===== src/rtl/shift_arbiter.sv =====
// Two-requester round-robin arbiter sharing one 8-bit bidirectional rotator.
// Each operation runs IDLE -> EXEC -> RESP, so at most one completes every three cycles.
module shift_arbiter (
  input  logic       clk,
  input  logic       rst_n,
  input  logic       req_a,
  input  logic       req_b,
  input  logic [7:0] data_a,
  input  logic [7:0] data_b,
  input  logic [2:0] shamt_a,
  input  logic [2:0] shamt_b,
  input  logic       dir_a,
  input  logic       dir_b,
  output logic       gnt_a,
  output logic       gnt_b,
  output logic       done_a,
  output logic       done_b,
  output logic [7:0] result,
  output logic       busy,
  output logic [7:0] op_count
);

  typedef enum logic [1:0] {
    IDLE,
    EXEC,
    RESP
  } state_t;

  state_t      state;
  state_t      state_nxt;

  // owner holds the in-flight requester and doubles as the last-owner bit (1 = B)
  logic        owner;
  logic        grant;
  logic        win_b;

  logic [7:0]  op_data;
  logic [2:0]  op_shamt;
  logic        op_dir;

  logic [15:0] dbl;
  logic [15:0] dbl_l;
  logic [15:0] dbl_r;
  logic [7:0]  rot;

  always_comb begin
    grant = (state == IDLE) && (req_a || req_b);
    win_b = req_b && (!req_a || !owner);
  end

  always_comb begin
    state_nxt = state;
    case (state)
      IDLE:    if (req_a || req_b) state_nxt = EXEC;
      EXEC:    state_nxt = RESP;
      RESP:    state_nxt = IDLE;
      default: state_nxt = IDLE;
    endcase
  end

  always_ff @(posedge clk or negedge rst_n) begin
    if (!rst_n) state <= IDLE;
    else        state <= state_nxt;
  end

  // Rotating a doubled operand turns both directions into plain shifts.
  always_comb begin
    dbl   = {op_data, op_data};
    dbl_l = dbl << op_shamt;
    dbl_r = dbl >> op_shamt;
    rot   = op_dir ? dbl_r[7:0] : dbl_l[15:8];
  end

  always_ff @(posedge clk or negedge rst_n) begin
    if (!rst_n) begin
      owner    <= 1'b1;
      op_data  <= '0;
      op_shamt <= '0;
      op_dir   <= 1'b0;
      gnt_a    <= 1'b0;
      gnt_b    <= 1'b0;
      done_a   <= 1'b0;
      done_b   <= 1'b0;
      result   <= '0;
      op_count <= '0;
    end else begin
      gnt_a  <= grant && !win_b;
      gnt_b  <= grant && win_b;
      done_a <= (state == EXEC) && !owner;
      done_b <= (state == EXEC) && owner;
      if (grant) begin
        owner    <= win_b;
        op_data  <= win_b ? data_b  : data_a;
        op_shamt <= win_b ? shamt_b : shamt_a;
        op_dir   <= win_b ? dir_b   : dir_a;
      end
      if (state == EXEC) begin
        result <= rot;
        if (op_count != 8'hFF) op_count <= op_count + 8'd1;
      end
    end
  end

  assign busy = (state != IDLE);

endmodule


===== config.mk =====
export PLATFORM = sky130hd
export DESIGN_NAME = shift_arbiter
export DESIGN_NICKNAME = d
export VERILOG_FILES = /design/src/rtl/shift_arbiter.sv
export SDC_FILE = /design/constraint.sdc
export NUM_CORES = 1
export LEC_CHECK = 0
export ABC_AREA = 1
export CAP_MARGIN = 20
export CORE_AREA = 2 2 68 70
export DETAILED_ROUTE_END_ITERATION = 8
export DIE_AREA = 0 0 70 72
export HOLD_SLACK_MARGIN = 0.1
export PLACE_DENSITY = 0.84
export SYNTH_ARGS = -nofsm -noshare
export SYNTH_HDL_FRONTEND = slang
export SYNTH_SLANG_ARGS = --single-unit

===== constraint.sdc =====
create_clock -name clk -period 1.7 [get_ports clk]
set_input_delay 0.17 -clock clk [delete_from_list [all_inputs] [get_ports clk]]
set_output_delay 0.17 -clock clk [all_outputs]
set_load 0.005 [all_outputs]

* Word-level counts from Yosys, hierarchy flattened
Cells that the tools add are included.
** Word-level totals
- Register bits after elaboration :: 35
- Input port bits :: 28
- Output and inout port bits :: 21
- Word-level logic and storage cells :: 37
** Operators by class
- Add/subtract/negate cells :: 1
- Eq/ne operators :: 3
- Shift-type cells :: 2
- Multiplexer cells :: 6
- Reductions and logical operators :: 14
** Operator list (number)
- 2-to-1 mux 8 bit :: 2
- << shifter 16 x 3 -> 16 bit :: 1
- right shift 16 x 3 -> 8 bit :: 1
- adder 8 x 1 -> 8 bit (second input constant) :: 1
- != test 8 bit (second input constant) :: 1
- logical AND 1 bit :: 6
- one-hot mux 2 bit (2 select lines) :: 1
- zero test 1 bit :: 3
- 2-to-1 mux 3 bit :: 1
- == test 2 x 1 -> 1 bit (second input constant) :: 1
- zero test 2 bit :: 1
- logical OR 1 bit :: 2
- 2-to-1 mux 2 bit :: 1
- != test 2 x 1 -> 1 bit (second input constant) :: 1
- AND reduction 2 bit :: 1
- nonzero test 2 bit :: 1
- 2-to-1 mux 1 bit :: 1

* Longest topological paths before layout
Gate-level depths: netlist of the first run.
- Depth in word-level cells :: 5
- Mapped depth :: 10
- Mapped depth without buffers :: 9

* Worst setup path before layout of the first run
Ideal clock, no wire load.
- Path kind :: register to register
- Start :: reg op_count[0]
- End :: reg op_count[4]
- Library setup time :: 0.122 ns
- Arrival :: 1.274 ns
- Data required time :: 1.578 ns
- Setup slack :: 0.304 ns
- Cell stages (with the launch flop) :: 9
- Buffers on the path :: 0
- Clock period less this slack :: 1.396 ns
- Cell sequence :: dfrtp_1 > ha_1 > nand3_2 > nor3_1 > nand3_1 > nand2_2 > inv_2 > nand2_1 > o21ai_1
** Between the ends
- Word-level cells in the longest chain between the ends :: 2
- Elaborated cells on any way between the ends :: 3
- Those cells by class :: add/sub (1); eq/ne (1); reduce/logical (1)
** Ends and longest elaborated chain
- from (decl) :: line 20 : output logic [7:0] op_count
- from (signal assigned) :: line 99 : if (op_count != 8'hFF) op_count <= op_count + 8'd1;
- branches (longest 2 deep; another with adder 8 x 1 -> 8 bit)
Parallel ways; which one is timed is not known.
A chain may end at the register's enable or synchronous reset.

* Worst setup path in the final report of the first run
- Start :: reg state[0]
- End :: out busy
** Between the ends
- Word-level cells in the longest chain between the ends :: 1
** Ends and longest elaborated chain
- from (decl) :: line 29 : state_t state;
- from (signal assigned) :: line 63 : else state <= state_nxt;
- nonzero test 2 bit :: line 104 : assign busy = (state != IDLE);
- to (decl) :: line 19 : output logic busy,
Every way passes these cells.

==> summary.txt, run 1 <==
Floorplanning
  • Initial core utilization: 0.485
  • Chip height: 72 microns
  • Die area: ~0.0050 sq mm
  • Die W: approximately 70 microns
  • Row count: 24
  • Io pins: 49
  • Core Footprint: between 0.004 and 0.005 sq mm

Pwr
  • Peak VDD IR: slightly above 0.001 V
  • PD cells: roughly 1900 mW/mm^2
  • Lkg Pwr: ~1.3 nW
  • Tot Pwr: approximately 5 mW

Timing
  • WHS: around 0.28 ns
  • Fin worst setup slack: about 0.15 ns
  • Fin crit share: 0.911
  • Worst Max-Slew Pin Slew: around 0.45 ns
  • Tmin final: between 1.5 and 2 ns
  • Final Hold Viols: 0
  • Setup_tns: 0 ns
  • Clock skew: 0.00612 ns
  • Final setup vio count: 0
  • Max Slew Vio Count: 0
  • Rel. slew slack: 0.695
  • Max Freq: 646 MHz
  • Setup repair after global routing missed its margin: no

Outcome
  • Status: completed

Yosys
  • Mapped Cells: between 200 and 300
  • Async SR Flop Fraction: 1.00
  • Mean Syn Cell Area: 7.08 sq um
  • Yosys warns: 0
  • Share of the yosys chip area belonging to registers: 0.424
  • Seq cells post-synth: 35
  • Synth unique cells: 23
  • Post-synth EDFFs: 0
  • Post-synth net total: between 300 and 400
  • Top_reg_cell synth: dfrtp_1
  • Mapped Area: a little over 0.002 sq mm

Clock tree
  • CTS Hold Bufs: 0
  • Total CTS buffers: 5
  • Worst-Skew Late Latency: just under 0.3 ns
  • Worst-path clk slew: 0.07 ns
  • CTS tree: done
  • CTS Root Cell: clkbuf_8
  • H-tree levels: 2
  • Clock buffer depth: 2
  • CTS sink count: 35

Final layout
  • Synthesis-to-layout area growth: 29.7%
  • Final core occ: 0.629
  • Diode count: 0
  • Ratio of cells with drive above 1 in the final layout: 0.0762
  • Nets: roughly 370

Placement
  • Port Buffers: 48
  • Post-DP HPWL: approximately 3.6 mm
  • Post-place setup slack: approximately 0.17 ns
  • Placer Congestion: 0.817

Drt
  • DRT antenna net count: 0
  • Wire per inst: around 12 microns
  • DRT Pass-1 Iters: 4
  • Wirelength, routed: 4.72 mm
  • Initial DRC Count: 138
  • Vias per cell: 5.41
  • DR DRC count: 0
  • Vias: roughly 2100

Critical path
  • Worst Setup Start Kind: flop
  • Crit path max fanout: 2
  • CP max stage delay: ~0.44 ns
  • Critical path class: flop to output pin
  • Critical path cell sequence: or2_4, clkdlybuf4s50_1
  • Worst EP required: approximately 1.5 ns
  • CP max-delay cell: clkdlybuf4s50_1
  • Reg2Reg Depth: 8
  • Crit. End Element: output pin
  • Critical path arrival: ~1.4 ns

Global routing
  • Vias in the first global route: about 2100
  • Pin count of the biggest net entering global routing: 36
  • Total congestion overflow: 0
  • Total track usage: 0.209
  • Initial antenna violation count: 0
  • First-pass GRT wire length: 8.56 mm

Hold path
  • Worst min-delay path class: primary input to async pin

Job
  • Max-cap viol count: 0
[area by class of cell]
cell class | count | area (sq um)
clock buffer | 7 | 96.3
inverter | 15 | 56.3
tap | 52 | 65.1
fill | 399 | 1580
timing repair buffer | 52 | 510
clock inverter | 1 | 7.51
multi-input combinational | 231 | 1070
sequential | 35 | 877
[synthesized netlist by cell type, types with 3 or more instances]
cell type	n	area [sq um]
inv_1	7	26.3
xnor2_1	3	26.3
xor2_1	4	35.0
nand2_1	125	469
buf_2	5	25.0
nand3_1	74	370
nor2_1	5	18.8
inv_2	5	18.8
o211ai_1	5	37.5
o21ai_0	3	15.0
clkinv_1	3	11.3
dfrtp_1	34	851
nand2_2	3	18.8
[worst max-delay path: cells and delay by family (launching register included)]
family                 cells  cell delay (ns)
AND/OR/NAND/NOR            1             0.27
buffers and inverters      1             0.44
flip-flops                 1             0.38
[path summary, 6_finish.rpt]
| path | start | slack [ns] | end |
|---|---|---|---|
| setup reg to reg | op_count[0] | 0.24 | op_count[7] |
| max in group asynchronous | rst_n | 1.08 | owner |
| min in group clk | data_b[6] | 0.44 | op_data[6] |
| hold reg to reg | result[5] | 0.48 | result[5] |
| hold / removal | rst_n | 0.28 | gnt_b |
| setup / recovery | state[0] | 0.15 | busy |
[through the flow]
stage,cells,area [sq um]
3_3_place_gp,385,2570
4_1_cts,393,2680
3_5_place_dp,385,2570
2_1_floorplan,292,2070
6_report,393,2680
5_1_grt,393,2680
[layer usage]
layer,GRT usage,up-vias,routed length [microns]
met5,0,-,0
met4,0.0748,0,71
met3,0.0431,8,297
met2,0.370,79,2290
met1,0.254,993,2070
li1,-,1047,-
[layout by cell type (no fill, tap or decap)]
master	count
clkdlybuf4s50_1	48
o21ai_0	3
xnor2_1	3
nand2_1	125
xor2_1	4
dfrtp_1	34
nor2_1	5
nor3_2	1
dfstp_2	1
nand2_2	3
or2_4	1
clkinv_1	3
nand3_1	74
buf_4	4
clkbuf_8	7
ha_1	1
clkinvlp_4	1
nor2_4	1
nand3_2	2
nor3_1	1
o21ai_1	2
o211ai_1	5
inv_1	7
inv_2	5
[where the power goes]
part | switching (mW) | internal, mW | leakage, nW
sequential | 0.296 | 1.19 | 0.444
clock | 0.294 | 0.368 | 0.0505
combinational | 1.65 | 1.19 | 0.792
total | 2.24 | 2.75 | 1.29
[flip-flops by register name, indices dropped and copies added (netlist names)]
| signal | count |
|---|---|
| op_count | 8 |
| op_data | 8 |
| result | 8 |
| op_shamt | 3 |
| state | 2 |
| done_a | 1 |
| done_b | 1 |
| gnt_a | 1 |
| gnt_b | 1 |
| op_dir | 1 |
| owner | 1 |
[timing repair]
action / in CTS / in global routing
gates resized for setup: 0 / 1
setup buffers: 0 / 0
endpoints found under the setup margin: 0 / 2
[kinds of logic after synthesis]
kind of cell,count (synthesis),synth area share
xor gates and xnor gates,7,0.0297
adders and majority gates,1,0.00605
and+or+nand+nor,213,0.449
buffers and inverters,26,0.0611
DFF,35,0.424
AOI/OAI and AO/OA,10,0.0303
No activity file was read; power rests on OpenSTA's default activity.
==> run 2: changes to the inputs <==
- GPL_TIMING_DRIVEN: not set -> 0
==> summary.txt, run 2 (same netlist as run 1, synthesis figures left out) <==
Critical path
  • Crit. End Element: flop (was output pin)
  • Reg2Reg Depth: 8 (unchanged)
  • R2R setup slack: 0.14 ns (was 0.24 ns)
  • CP max-delay cell: dfrtp_1 (was clkdlybuf4s50_1)
  • Worst EP required: 1.87 ns (was 1.53 ns)
  • CP max stage delay: 0.41 ns (was 0.44 ns)
  • Critical Path End: op_count[4] (was busy)
  • Critical path cell sequence: ha_1, nand3_2, nor3_2, nand3_1, nand2_2, inv_2, nand2_1, o21ai_1 (was or2_4, clkdlybuf4s50_1)
  • Worst Setup SP: op_count[0] (was state[0])
  • Critical path class: flop to flop (was flop to output pin)
  • Worst reg2reg startpoint: op_count[0] (unchanged)
  • Crit path max fanout: 8 (was 2)
  • Worst Setup Start Kind: flop (unchanged)
  • Bufs and invs on worst path: 1 (unchanged)
  • R2r endpoint: op_count[4] (was op_count[7])
  • Levels on crit path: 8 (was 2)
  • CP top delay family: simple AND/OR/NAND/NOR gates (was buffers and inverters)
  • Critical path arrival: 1.73 ns (was 1.38 ns)

Clock tree
  • Worst-Skew Late Latency: 0.28 ns (was 0.29 ns)
  • Total CTS buffers: 5 (unchanged)
  • CTS sink count: 35 (unchanged)
  • CTS tree: done (unchanged)
  • CTS Root Cell: clkbuf_8 (unchanged)
  • Clock buffer depth: 2 (unchanged)
  • H-tree levels: 2 (unchanged)
  • Worst-path clk slew: 0.07 ns (about the same)

Placement
  • Post-place setup slack: 0.0984 ns (was 0.167 ns)
  • Post-DP HPWL: 3.67 mm (was 3.58 mm)
  • Placer Congestion: 0.821 (was 0.817)
  • Placed cells: 392 (was 385)
  • Port Buffers: 48 (unchanged)
  • Post-place instance area: 0.00261 sq mm (was 0.00257 sq mm)

Global routing
  • Total congestion overflow: 0 (unchanged)
  • Total track usage: 0.213 (was 0.209)
  • Vias in the first global route: 2165 (was 2071)
  • Initial antenna violation count: 0 (unchanged)
  • First-pass GRT wire length: 8.92 mm (was 8.56 mm)
  • Pin count of the biggest net entering global routing: 36 (unchanged)

Floorplanning
  • Initial core utilization: 0.485 (unchanged)
  • Core Footprint: 0.00426 sq mm (unchanged)
  • Chip height: 72 microns (unchanged)
  • Die W: 70 microns (unchanged)
  • Die area: 0.00504 sq mm (unchanged)
  • Row count: 24 (unchanged)
  • Io pins: 49 (unchanged)

Timing
  • Worst Max-Slew Pin Slew: 0.775 ns (was 0.454 ns)
  • Fin crit share: 0.915 (was 0.911)
  • Setup_tns: 0 ns (unchanged)
  • Max Slew Vio Count: 0 (unchanged)
  • Rel. slew slack: 0.483 (was 0.695)
  • Final setup vio count: 0 (unchanged)
  • Clock skew: 0.00453 ns (was 0.00612 ns)
  • Tmin final: 1.56 ns (was 1.55 ns)
  • Max Freq: 643 MHz (was 646 MHz)
  • Final Hold Viols: 0 (unchanged)
  • Fin worst setup slack: 0.144 ns (was 0.152 ns)

Pwr
  • Sw frac: 0.457 (was 0.449)
  • Cell-internal power: 2.73 mW (was 2.75 mW)
  • Peak VDD IR: 0.00108 V (was 0.00104 V)
  • Logic pwr share: 0.602 (was 0.569)
  • PD cells: 1860 mW/mm^2 (about the same)
  • Clock Power Share: 0.114 (was 0.133)
  • Flop pwr share: 0.284 (was 0.298)
  • NetSw: 2.29 mW (was 2.24 mW)
  • Lkg Pwr: 1.31 nW (was 1.29 nW)

Drt
  • DRT Pass-1 Iters: 4 (unchanged)
  • Wirelength, routed: 4.97 mm (was 4.72 mm)
  • DRT antenna net count: 0 (unchanged)
  • Vias per cell: 5.39 (was 5.41)
  • DR DRC count: 0 (unchanged)
  • Initial DRC Count: 292 (was 138)
  • Wire per inst: 12.4 microns (was 12.0 microns)
  • Vias: 2161 (was 2127)

Final layout
  • Nets: 377 (was 369)
  • Commonest non-fill, non-tap cell in the layout: nand2_1 (unchanged)
  • Final core occ: 0.634 (was 0.629)
  • Largest regs: op_count x8, op_data x8, result x8 (unchanged)
  • Ratio of cells with drive above 1 in the final layout: 0.0860 (was 0.0762)
  • Synthesis-to-layout area growth: 30.8% (was 29.7%)
  • Finished Cell Area: 0.00270 sq mm (was 0.00268 sq mm)
  • Final std cells w/o fill: 401 (was 393)
  • Most frequent cells in the layout: nand2_1 (125), nand3_1 (74), clkdlybuf4s50_1 (47), dfrtp_1 (34), inv_1 (7) (was nand2_1 (125), nand3_1 (74), clkdlybuf4s50_1 (48), dfrtp_1 (34))
  • Diode count: 0 (unchanged)

Hold path
  • Worst min-delay path class: primary input to flop (was primary input to async pin)

Outcome
  • Status: completed (unchanged)

Job
  • Max-cap viol count: 0 (unchanged)
==> run 2: changes by cell type in the layout (fill, tap and decap cells not counted), sizes merged <==
cell           change
clkinvlp           -1
clkbuf             +2
clkinv             +1
dlygate4sd3        +1
buf                +6
clkdlybuf4s50      -1
==> run 2: worst min-delay path by stage <==
stage	startpoint	endpoint	cells past startpoint
after floorplan	rst_n	done_a	0
after global placement	result[3]	result[3]	2
after detailed placement	rst_n	gnt_b	1
after CTS	data_b[3]	op_data[3]	3
after global routing	data_b[6]	op_data[6]	3
final	data_b[6]	op_data[6]	3
==> run 2: cell type report <==
type / instances / area, sq um
well taps: 52 / 65.1
inverters: 15 / 56.3
flip-flops and latches: 35 / 877
plain buffers: 11 / 70.1
clock buffers: 7 / 76.3
multi-input cells: 231 / 1070
fillers: 404 / 1560
repair buffers: 49 / 485
clock inverters: 1 / 5.00
==> run 2: repair_timing <==
item,in CTS,in global routing
gates resized for setup,0,1
setup endpoints to repair,0,5
setup buffers,0,0
hold buffers,1,0
hold endpoints to repair,34,0
==> run 2: per-stage QoR <==
| step | hold WS, ns | total power, mW |
|---|---|---|
| final | 0.444 | 5.02 |
| after global routing | 0.450 | 5.51 |
| after CTS | 0.442 | 5.01 |
| after detailed placement | 0.288 | 4.40 |
| after global placement | 0.463 | 4.34 |
| after floorplan | -0.126 | 3.48 |
==> run 2: routing by layer <==
metal | global-route usage | up-vias | wire length (microns)
met1 | 0.275 | 1001 | 2220
met2 | 0.353 | 82 | 2360
met4 | 0.0748 | 0 | 89
met5 | 0 | - | 0
li1 | - | 1067 | -
met3 | 0.0514 | 11 | 303
==> run 2: power groups by stage <==
stage	Combinational (mW)	Clock [mW]	Sequential (mW)
2_1_floorplan	2.08	0	1.40
3_3_place_gp	2.91	0	1.43
3_5_place_dp	2.97	0	1.43
4_1_cts	2.99	0.589	1.43
5_1_grt	3.43	0.616	1.47
6_report	3.02	0.573	1.43
==> run 2: worst register-to-register path, delay by kind of cell (launching register included) <==
family,cells,cell delay [ns]
AOI/OAI and AO/OA,1,0.05
buffers and inverters,1,0.09
adders and majority gates,1,0.22
DFF,1,0.41
and+or+nand+nor,5,0.67
==> run 3: changes to the inputs <==
- CAP_MARGIN: 20 -> 25
- GPL_TIMING_DRIVEN: 0 -> not set
==> results of run 3 <==
No change in the layout: final DEF, timing and power equal those of run 1.
